File: config.mk
export PLATFORM = sky130hd
export DESIGN_NAME = instruction_cache_flat
export DESIGN_NICKNAME = d
export VERILOG_FILES = /design/src/rtl/icache_pkg.sv /design/src/rtl/instruction_cache_if.sv /design/src/rtl/icache_data_array.sv /design/src/rtl/instruction_cache.sv /design/src/flat_wrapper.sv
export SDC_FILE = /design/constraint.sdc
export NUM_CORES = 2
export LEC_CHECK = 0
export CORE_MARGIN = 3
export CORE_UTILIZATION = 54
export DETAILED_ROUTE_END_ITERATION = 10
export PLACE_DENSITY = 0.71
export SLEW_MARGIN = 10
export SYNTH_ARGS = -nofsm -noshare
export SYNTH_HDL_FRONTEND = slang
export SYNTH_SLANG_ARGS = --single-unit
File: constraint.sdc
create_clock -name clock -period 7.4 [get_ports clock]
set_input_delay 1.85 -clock clock [delete_from_list [all_inputs] [get_ports clock]]
set_output_delay 1.85 -clock clock [all_outputs]
set_load 0.02 [all_outputs]
File: src/rtl/icache_pkg.sv
// icache_pkg: shared FSM state type, address-split widths and default nop for the instruction cache
package icache_pkg;
  typedef enum logic {IDLE, FILL} state_t;
  localparam logic [31:0] RESET_INSTRUCTION_DEFAULT = 32'h0000_0000;
  function automatic int offset_w(input int line_words);
    return $clog2(line_words);
  endfunction
  function automatic int index_w(input int num_lines);
    return $clog2(num_lines);
  endfunction
  function automatic int tag_w(input int num_lines, input int line_words);
    return 30 - $clog2(num_lines) - $clog2(line_words);
  endfunction
endpackage

File: src/rtl/instruction_cache_if.sv
// instruction_cache_if: fetch-side lookup and memory fill handshake of the instruction cache
interface instruction_cache_if;
  logic [31:0] PC;
  logic [31:0] instruction;
  logic        hit;
  logic        mem_req;
  logic [31:0] mem_addr;
  logic        mem_ready;
  logic [31:0] mem_data;
  modport master (input PC, mem_ready, mem_data, output instruction, hit, mem_req, mem_addr);
  modport slave (output PC, mem_ready, mem_data, input instruction, hit, mem_req, mem_addr);
endinterface

File: src/rtl/icache_data_array.sv
// icache_data_array: line storage with asynchronous (index, word) read and synchronous write
module icache_data_array #(
  parameter int NUM_LINES  = 16,
  parameter int LINE_WORDS = 4
) (
  input  logic                          clk,
  input  logic                          we,
  input  logic [$clog2(NUM_LINES)-1:0]  w_idx,
  input  logic [$clog2(LINE_WORDS)-1:0] w_word,
  input  logic [31:0]                   w_data,
  input  logic [$clog2(NUM_LINES)-1:0]  r_idx,
  input  logic [$clog2(LINE_WORDS)-1:0] r_word,
  output logic [31:0]                   r_data
);
  logic [31:0] mem [NUM_LINES*LINE_WORDS];
  assign r_data = mem[{r_idx, r_word}];
  always_ff @(posedge clk)
    if (we) mem[{w_idx, w_word}] <= w_data;
endmodule

File: src/rtl/instruction_cache.sv
// instruction_cache: direct-mapped read-only I-cache with line-fill FSM; hit=0 stalls the pipeline
// Optional ICACHE_PERF_COUNTERS_EN adds hit_count/miss_count outputs.
module instruction_cache
  import icache_pkg::*;
#(
  parameter int          NUM_LINES         = 16,
  parameter int          LINE_WORDS        = 4,
  parameter logic [31:0] RESET_INSTRUCTION = RESET_INSTRUCTION_DEFAULT
) (
  input  logic clock,
  input  logic reset,
  instruction_cache_if.master bus
`ifdef ICACHE_PERF_COUNTERS_EN
  ,
  output logic [31:0] hit_count,
  output logic [31:0] miss_count
`endif
);
  localparam int OW = offset_w(LINE_WORDS);
  localparam int IW = index_w(NUM_LINES);
  localparam int TW = tag_w(NUM_LINES, LINE_WORDS);
  state_t state_q, state_d;
  logic [OW-1:0] pc_word, cnt_q, cnt_d;
  logic [IW-1:0] pc_idx, fill_idx_q, fill_idx_d;
  logic [TW-1:0] pc_tag, fill_tag_q, fill_tag_d;
  logic [TW-1:0] tag_q [NUM_LINES];
  logic [NUM_LINES-1:0] valid_q, valid_d;
  logic hit, we, last;
  logic [31:0] rdata;
  assign pc_word = bus.PC[2+:OW];
  assign pc_idx  = bus.PC[2+OW+:IW];
  assign pc_tag  = bus.PC[31-:TW];
  assign hit  = state_q == IDLE && valid_q[pc_idx] && tag_q[pc_idx] == pc_tag;
  assign we   = state_q == FILL && bus.mem_ready;
  assign last = we && cnt_q == OW'(LINE_WORDS - 1);
  assign bus.hit         = hit;
  assign bus.instruction = hit ? rdata : RESET_INSTRUCTION;
  assign bus.mem_req     = state_q == FILL;
  assign bus.mem_addr    = state_q == FILL ? {fill_tag_q, fill_idx_q, cnt_q, 2'b00} : '0;
  icache_data_array #(.NUM_LINES(NUM_LINES), .LINE_WORDS(LINE_WORDS)) u_data (
    .clk(clock), .we(we), .w_idx(fill_idx_q), .w_word(cnt_q), .w_data(bus.mem_data),
    .r_idx(pc_idx), .r_word(pc_word), .r_data(rdata)
  );
  // Tag/index are latched on every IDLE cycle; only the one taken on a miss matters.
  always_comb begin
    state_d    = state_q == IDLE && !hit ? FILL : last ? IDLE : state_q;
    fill_tag_d = state_q == IDLE ? pc_tag : fill_tag_q;
    fill_idx_d = state_q == IDLE ? pc_idx : fill_idx_q;
    cnt_d      = state_q == IDLE ? '0 : we ? cnt_q + 1'b1 : cnt_q;
    valid_d    = valid_q;
    if (last) valid_d[fill_idx_q] = 1'b1;
  end
  always_ff @(posedge clock) begin
    if (reset) begin
      state_q    <= IDLE;
      valid_q    <= '0;
      cnt_q      <= '0;
      fill_tag_q <= '0;
      fill_idx_q <= '0;
    end else begin
      state_q    <= state_d;
      valid_q    <= valid_d;
      cnt_q      <= cnt_d;
      fill_tag_q <= fill_tag_d;
      fill_idx_q <= fill_idx_d;
    end
  end
  always_ff @(posedge clock)
    if (last) tag_q[fill_idx_q] <= fill_tag_q;
`ifdef ICACHE_PERF_COUNTERS_EN
  logic [31:0] hit_count_q, hit_count_d, miss_count_q, miss_count_d;
  always_comb begin
    hit_count_d  = hit ? hit_count_q + 32'd1 : hit_count_q;
    miss_count_d = state_q == IDLE && !hit ? miss_count_q + 32'd1 : miss_count_q;
  end
  always_ff @(posedge clock) begin
    if (reset) begin
      hit_count_q  <= '0;
      miss_count_q <= '0;
    end else begin
      hit_count_q  <= hit_count_d;
      miss_count_q <= miss_count_d;
    end
  end
  assign hit_count  = hit_count_q;
  assign miss_count = miss_count_q;
`endif
endmodule

File: src/flat_wrapper.sv
// flat-port wrapper written by rule: the top's interface ports become plain ports
module instruction_cache_flat import icache_pkg::*;
#(
  parameter int          NUM_LINES         = 16,
  parameter int          LINE_WORDS        = 4,
  parameter logic [31:0] RESET_INSTRUCTION = RESET_INSTRUCTION_DEFAULT
)
  (clock, reset, bus_PC, bus_mem_ready, bus_mem_data, bus_instruction, bus_hit, bus_mem_req, bus_mem_addr);
  instruction_cache_if bus_i ();
  input  logic clock;
  input  logic reset;
  input wire logic [$bits(bus_i.PC)-1:0] bus_PC;
  input wire logic [$bits(bus_i.mem_ready)-1:0] bus_mem_ready;
  input wire logic [$bits(bus_i.mem_data)-1:0] bus_mem_data;
  output wire logic [$bits(bus_i.instruction)-1:0] bus_instruction;
  output wire logic [$bits(bus_i.hit)-1:0] bus_hit;
  output wire logic [$bits(bus_i.mem_req)-1:0] bus_mem_req;
  output wire logic [$bits(bus_i.mem_addr)-1:0] bus_mem_addr;
  assign bus_i.PC = bus_PC;
  assign bus_i.mem_ready = bus_mem_ready;
  assign bus_i.mem_data = bus_mem_data;
  assign bus_instruction = bus_i.instruction;
  assign bus_hit = bus_i.hit;
  assign bus_mem_req = bus_i.mem_req;
  assign bus_mem_addr = bus_i.mem_addr;
  instruction_cache #(.NUM_LINES(NUM_LINES), .LINE_WORDS(LINE_WORDS), .RESET_INSTRUCTION(RESET_INSTRUCTION)) u_core (.clock(clock), .reset(reset), .bus(bus_i));
endmodule
Word level (Yosys, flattened, before mapping)
Memories as Yosys holds them, arrays and structs flattened.
Index checks and enable logic that the tools add are counted.

operators by class
  mux-type cells = 12
  $mul = 0
  bitwise logic cells = 2
  shift-type cells = 0
  div/mod/pow operators = 0
  equality and inequality tests = 2
  add/sub/neg operators = 1
  order comparisons = 3
  reductions and logical operators = 9

operators with widths
  cell                   count
  $mux W32               2
  $eq A24 B24 Y1         1
  $or A16 B16 Y16        1
  $lt A4 B5 Y1 const B   2
  $mux W1                8
  $logic_and A1 B1 Y1    6
  $bmux W1 S4            1
  $demux W1 S4           1
  $ge A4 B1 Y1 const B   1
  $add A2 B1 Y2 const B  1
  $eq A2 B2 Y1 const B   1
  $reduce_bool A2 Y1     1
  $reduce_or A2 Y1       1
  $logic_not A1 Y1       1
  $not A1 Y1             1

word-level totals
  bits in latches = 0
  word-level logic and storage cells = 36
  memories = 2
  ROM bits = 0
  output and inout bits = 66
  register bits = 47
  input port bits = 67
  RAM bits = 2432

memory list
  memory             depth  width  read ports  clocked after Yosys merged registers in  write ports  line                     source
  u_core.u_data.mem  64     32     1           0                                        1            icache_data_array.sv:15  logic [31:0] mem [NUM_LINES*LINE_WORDS];
  u_core.tag_q       16     24     1           0                                        1            instruction_cache.sv:26  logic [TW-1:0] tag_q [NUM_LINES];

Depth between registers and ports, before layout
  depth after elaboration = 7
  mapped depth = 15
  gate-level depth less buffers = 8

By module
Synthesis repeated with hierarchy kept, for this count alone.

unflattened totals
  cell total of the unflattened synthesis = 4278
  area total of the unflattened synthesis = 95196.3 um^2

by module, submodules not included
  module             area an instance (um^2)  seq. area each (um^2)  cells an instance  times used
  icache_data_array  77874.7                  61499.0                3292               1
  instruction_cache  17321.6                  12472.0                986                1

Worst setup path before layout
OpenSTA, ideal clock, no wires.

  path kind = input-to-output
  from = input bus_PC[4]
  to = output bus_instruction[17]
  path slack = 0.623 ns
  required time = 5.550 ns
  cell stages on the path = 11
  buffers on the path = 4
  arrival time = 4.927 ns
  cell sequence = buf_6 > buf_2 > mux4_2 > mux2i_1 > nor2_1 > o32a_1 > or4_1 > or4_1 > buf_2 > buf_6 > a311oi_2

between the ends
  longest elaborated chain between the ends = 5
  elaborated cells on any way between the ends = 8
  those cells by class = eq/ne: 1; mux: 3; reduce/logical: 2; memory: 2

ends and longest elaborated chain
  item                                                     line                     source
  start, declared                                          flat_wrapper.sv:12       input wire logic [$bits(bus_i.PC)-1:0] bus_PC;
  branches (longest 4 deep; another with $mem_v2 Z16 W24)  -
  $mux W32 *                                               instruction_cache.sv:37  assign bus.instruction = hit ? rdata : RESET_INSTRUCTION;
  end, declared                                            flat_wrapper.sv:15       output wire logic [$bits(bus_i.instruction)-1:0] bus_instruction;

Mark *: on every way between the ends. The select of a mux whose other input is x is not followed.

Final worst setup path
  from = input bus_PC[4]
  to = output bus_instruction[24]

The elaborated chain is that of the path after synthesis.

==> flow_metrics.py <==
metrics = {
    "detailed_routing": {
        "wl_per_cell_um": 34.3,
        "drt-total-wl_mm": 233,
        "first_pass_iters": 5,
        "drtIter0Drc": 6053,
        "vias": 44400,
        "postRouteAntennaNets": 0,
        "drc": 0,
        "avgViaCountPerCell": 6.52,
    },
    "timing": {
        "period_share_pct": 99.0,
        "timing.fmax_ghz": 0.136,
        "layout_min_cycle_time_ns": 7.33,
        "maxSlewViolCount": 0,
        "tns_ns": 0,
        "tightest_slew_ns": 1.25,
        "hold_viol": 0,
        "skew_ns": 0.0445,
        "finalSetupViolations": 0,
        "relSlewSlack_pct": 16.3,
    },
    "job": {
        "cap_violations": 0,
    },
    "critical_path": {
        "crit_required_ns": 5.55,
        "max_stage_delay_ns": 0.70,
        "arrival_ns": 5.48,
        "crit_fanout": 14,
        "cp_top_family": "simple AND/OR/NAND/NOR gates",
        "crit_type": "in -> out",
        "crit_buf_inv": 4,
        "slowest_stage": "or4_4",
        "crit_chain": "buf_12 > mux4_2 > mux4_2 > xnor2_2 > nand2_2 > or4_1 > or4_4 > buf_12 > buf_4 > a311oi_2 > buf_4",
        "rr_worst_depth": 5,
        "crit_path_start_kind": "primary input",
        "cp-end-kind": "output port",
        "worst-path-stages": 11,
    },
    "logic_synthesis": {
        "ys_types": 49,
        "synthCells": 3926,
        "ys_ff_latch": 2479,
        "synth_area_mm2": 0.0949,
        "syn_area_per_cell_um2": 24.2,
        "ys_async_sr_fraction_pct": 0,
        "synth_edf_count": 2432,
        "ys.flop_type": "edfxtp_1",
        "ys_seq_area_share_pct": 78.0,
        "yosysWarnings": 0,
    },
    "global_route": {
        "grt_max_degree": 76,
        "grt_use_total_pct": 26.0,
        "overflow": 0,
        "first_global_vias": 44600,
        "grt_pass1_wl_mm": 331,
        "grt_antenna_before_repair": 13,
    },
    "worst_hold_path": {
        "hold_depth": 2,
        "min-delay-path-class": "reg -> reg",
    },
    "power": {
        "total_power_w": 0.0283,
        "p_leak_nw": 33.6,
        "power.density_mw_per_mm2": 262,
        "ir_drop_v": 0.000234,
    },
    "clock_tree": {
        "numCtsBuffers": 231,
        "cts_tree": "done",
        "clock_latency_ns": 0.85,
        "htreeDepth": 4,
        "cts_num_sinks": 2479,
        "clockBufferDepth": 3,
        "root_buffer": "clkbuf_16",
        "clkSlewWorstSetupHoldPaths_ns": 0.06,
    },
    "layout": {
        "nets": 4345,
        "drive_above_1_share_pct": 32.2,
        "mostFrequentLayoutCell": "edfxtp_1",
        "final_util_pct": 62.0,
        "final_cell_mix": "edfxtp_1, mux4_2, clkbuf_16, buf_4, nor2_4",
        "fillers": 11500,
        "area_growth_pct": 13.8,
        "final_cell_area_mm2": 0.108,
    },
    "place": {
        "portBuffers": 128,
        "dpl_cell_area_mm2": 0.100,
        "gp_congestion": 0.790,
        "dp_hpwl_mm": 130,
    },
    "floorplan": {
        "die_h_um": 425,
        "die-area_mm2": 0.181,
        "die_w_um": 425,
        "core_area_mm2": 0.174,
        "initial_utilization_pct": 54.4,
        "fp-row-count": 153,
        "io_pins": 133,
    },
    "status": {
        "status": "finished, final reports clean",
    },
}
==> tightest hold or removal path, cell delays in order, from the launching register on <==
cell and delay, ns:
dfxtp_1 0.32, nor2_1 0.05, nor2_1 0.07
==> flip-flops by register name (all words and copies together) (netlist names) <==
register,cells
u_core.valid_q,16
u_core.bus.mem_req,1
u_core.fill_tag_q,24
u_core.fill_idx_q,4
u_core.cnt_q,2
u_core.u_data.mem,2048
u_core.tag_q,384
==> cell families (layout without fill, tap and decap cells) <==
kind of cell | Yosys count | in the layout | synth area share (%)
other cells | 1 | 5 | 0.00395
mux | 826 | 826 | 18.6
xor+xnor | 34 | 34 | 0.314
compound gates | 89 | 89 | 0.702
flops | 2479 | 2479 | 78.0
fa+ha+maj | 1 | 1 | 0.0132
buf+inv | 216 | 766 | 0.959
simple gates | 280 | 280 | 1.38
==> cell usage after synthesis, drive strengths merged (7+ instances only) <==
cell type     n  area share, %
and2         38           0.25
nand3         7          0.037
xor2         11           0.10
edfxtp     2432             77
nor2        137           0.54
dfxtp        47           0.99
mux4        752             18
nand2b       10          0.066
nand2        32           0.13
mux2i        71           0.75
buf          58           0.33
a21oi        33           0.17
clkbuf      152           0.60
nor3         10          0.053
xnor2        23           0.21
nor2b        35           0.23
a211oi       12           0.12
==> layout make-up <==
class | instances | area, um^2 | area share, %
antenna | 3 | 7.51 | 0.00695
clock buffer | 291 | 6160 | 5.70
clock inverter | 142 | 1150 | 1.07
inverter | 6 | 30.0 | 0.0278
multi-input combinational | 1232 | 20600 | 19.1
sequential | 2479 | 74000 | 68.5
tap | 2325 | 2910 | 2.69
timing repair buffer | 327 | 3130 | 2.90
==> power breakdown <==
| group | internal (W) | leakage [nW] | switching, W |
|---|---|---|---|
| Clock | 0.00629 | 3.60 | 0.00513 |
| Combinational | 0.000589 | 7.81 | 0.000760 |
| Sequential | 0.0154 | 22.2 | 0.0000423 |
==> metrics by stage <==
| stage | instances | setup WS (ns) | hold slack, ns |
|---|---|---|---|
| finish | 6805 | 0.0715 | 0.472 |
| global placement | 6364 | -0.262 | 0.445 |
| floorplan | 3927 | 0.623 | 0.435 |
| detailed placement | 6364 | -0.275 | 0.459 |
| global route | 6805 | -0.00659 | 0.503 |
| CTS | 6799 | 0.0364 | 0.473 |
==> per-layer routing <==
layer  track usage, %  wire (um)
met1             36.5      88200
met5                0         20
met2             42.0     116000
met3             4.82      20600
met4             8.33       7900
==> timing repair <==
item	4_1_cts	5_1_grt
hold buffers	0	0
endpoints found under the setup margin	31	8
cloned	2	1
buffers inserted	0	2
gates resized for setup	29	10
pin swaps	1	0
==> worst paths after layout <==
path	start	slack [ns]	end
max	bus_PC[4]	0.07	bus_instruction[24]
min	u_core.valid_q[3]$_SDFFE_PP0P_	0.47	u_core.valid_q[3]$_SDFFE_PP0P_
max reg2reg	u_core.bus.mem_req$_SDFFE_PP0P_	3.83	u_core.u_data.mem[3][12]$_DFFE_PP_
min reg2reg	u_core.valid_q[3]$_SDFFE_PP0P_	0.47	u_core.valid_q[3]$_SDFFE_PP0P_
Power figures use the tool's default switching activity.
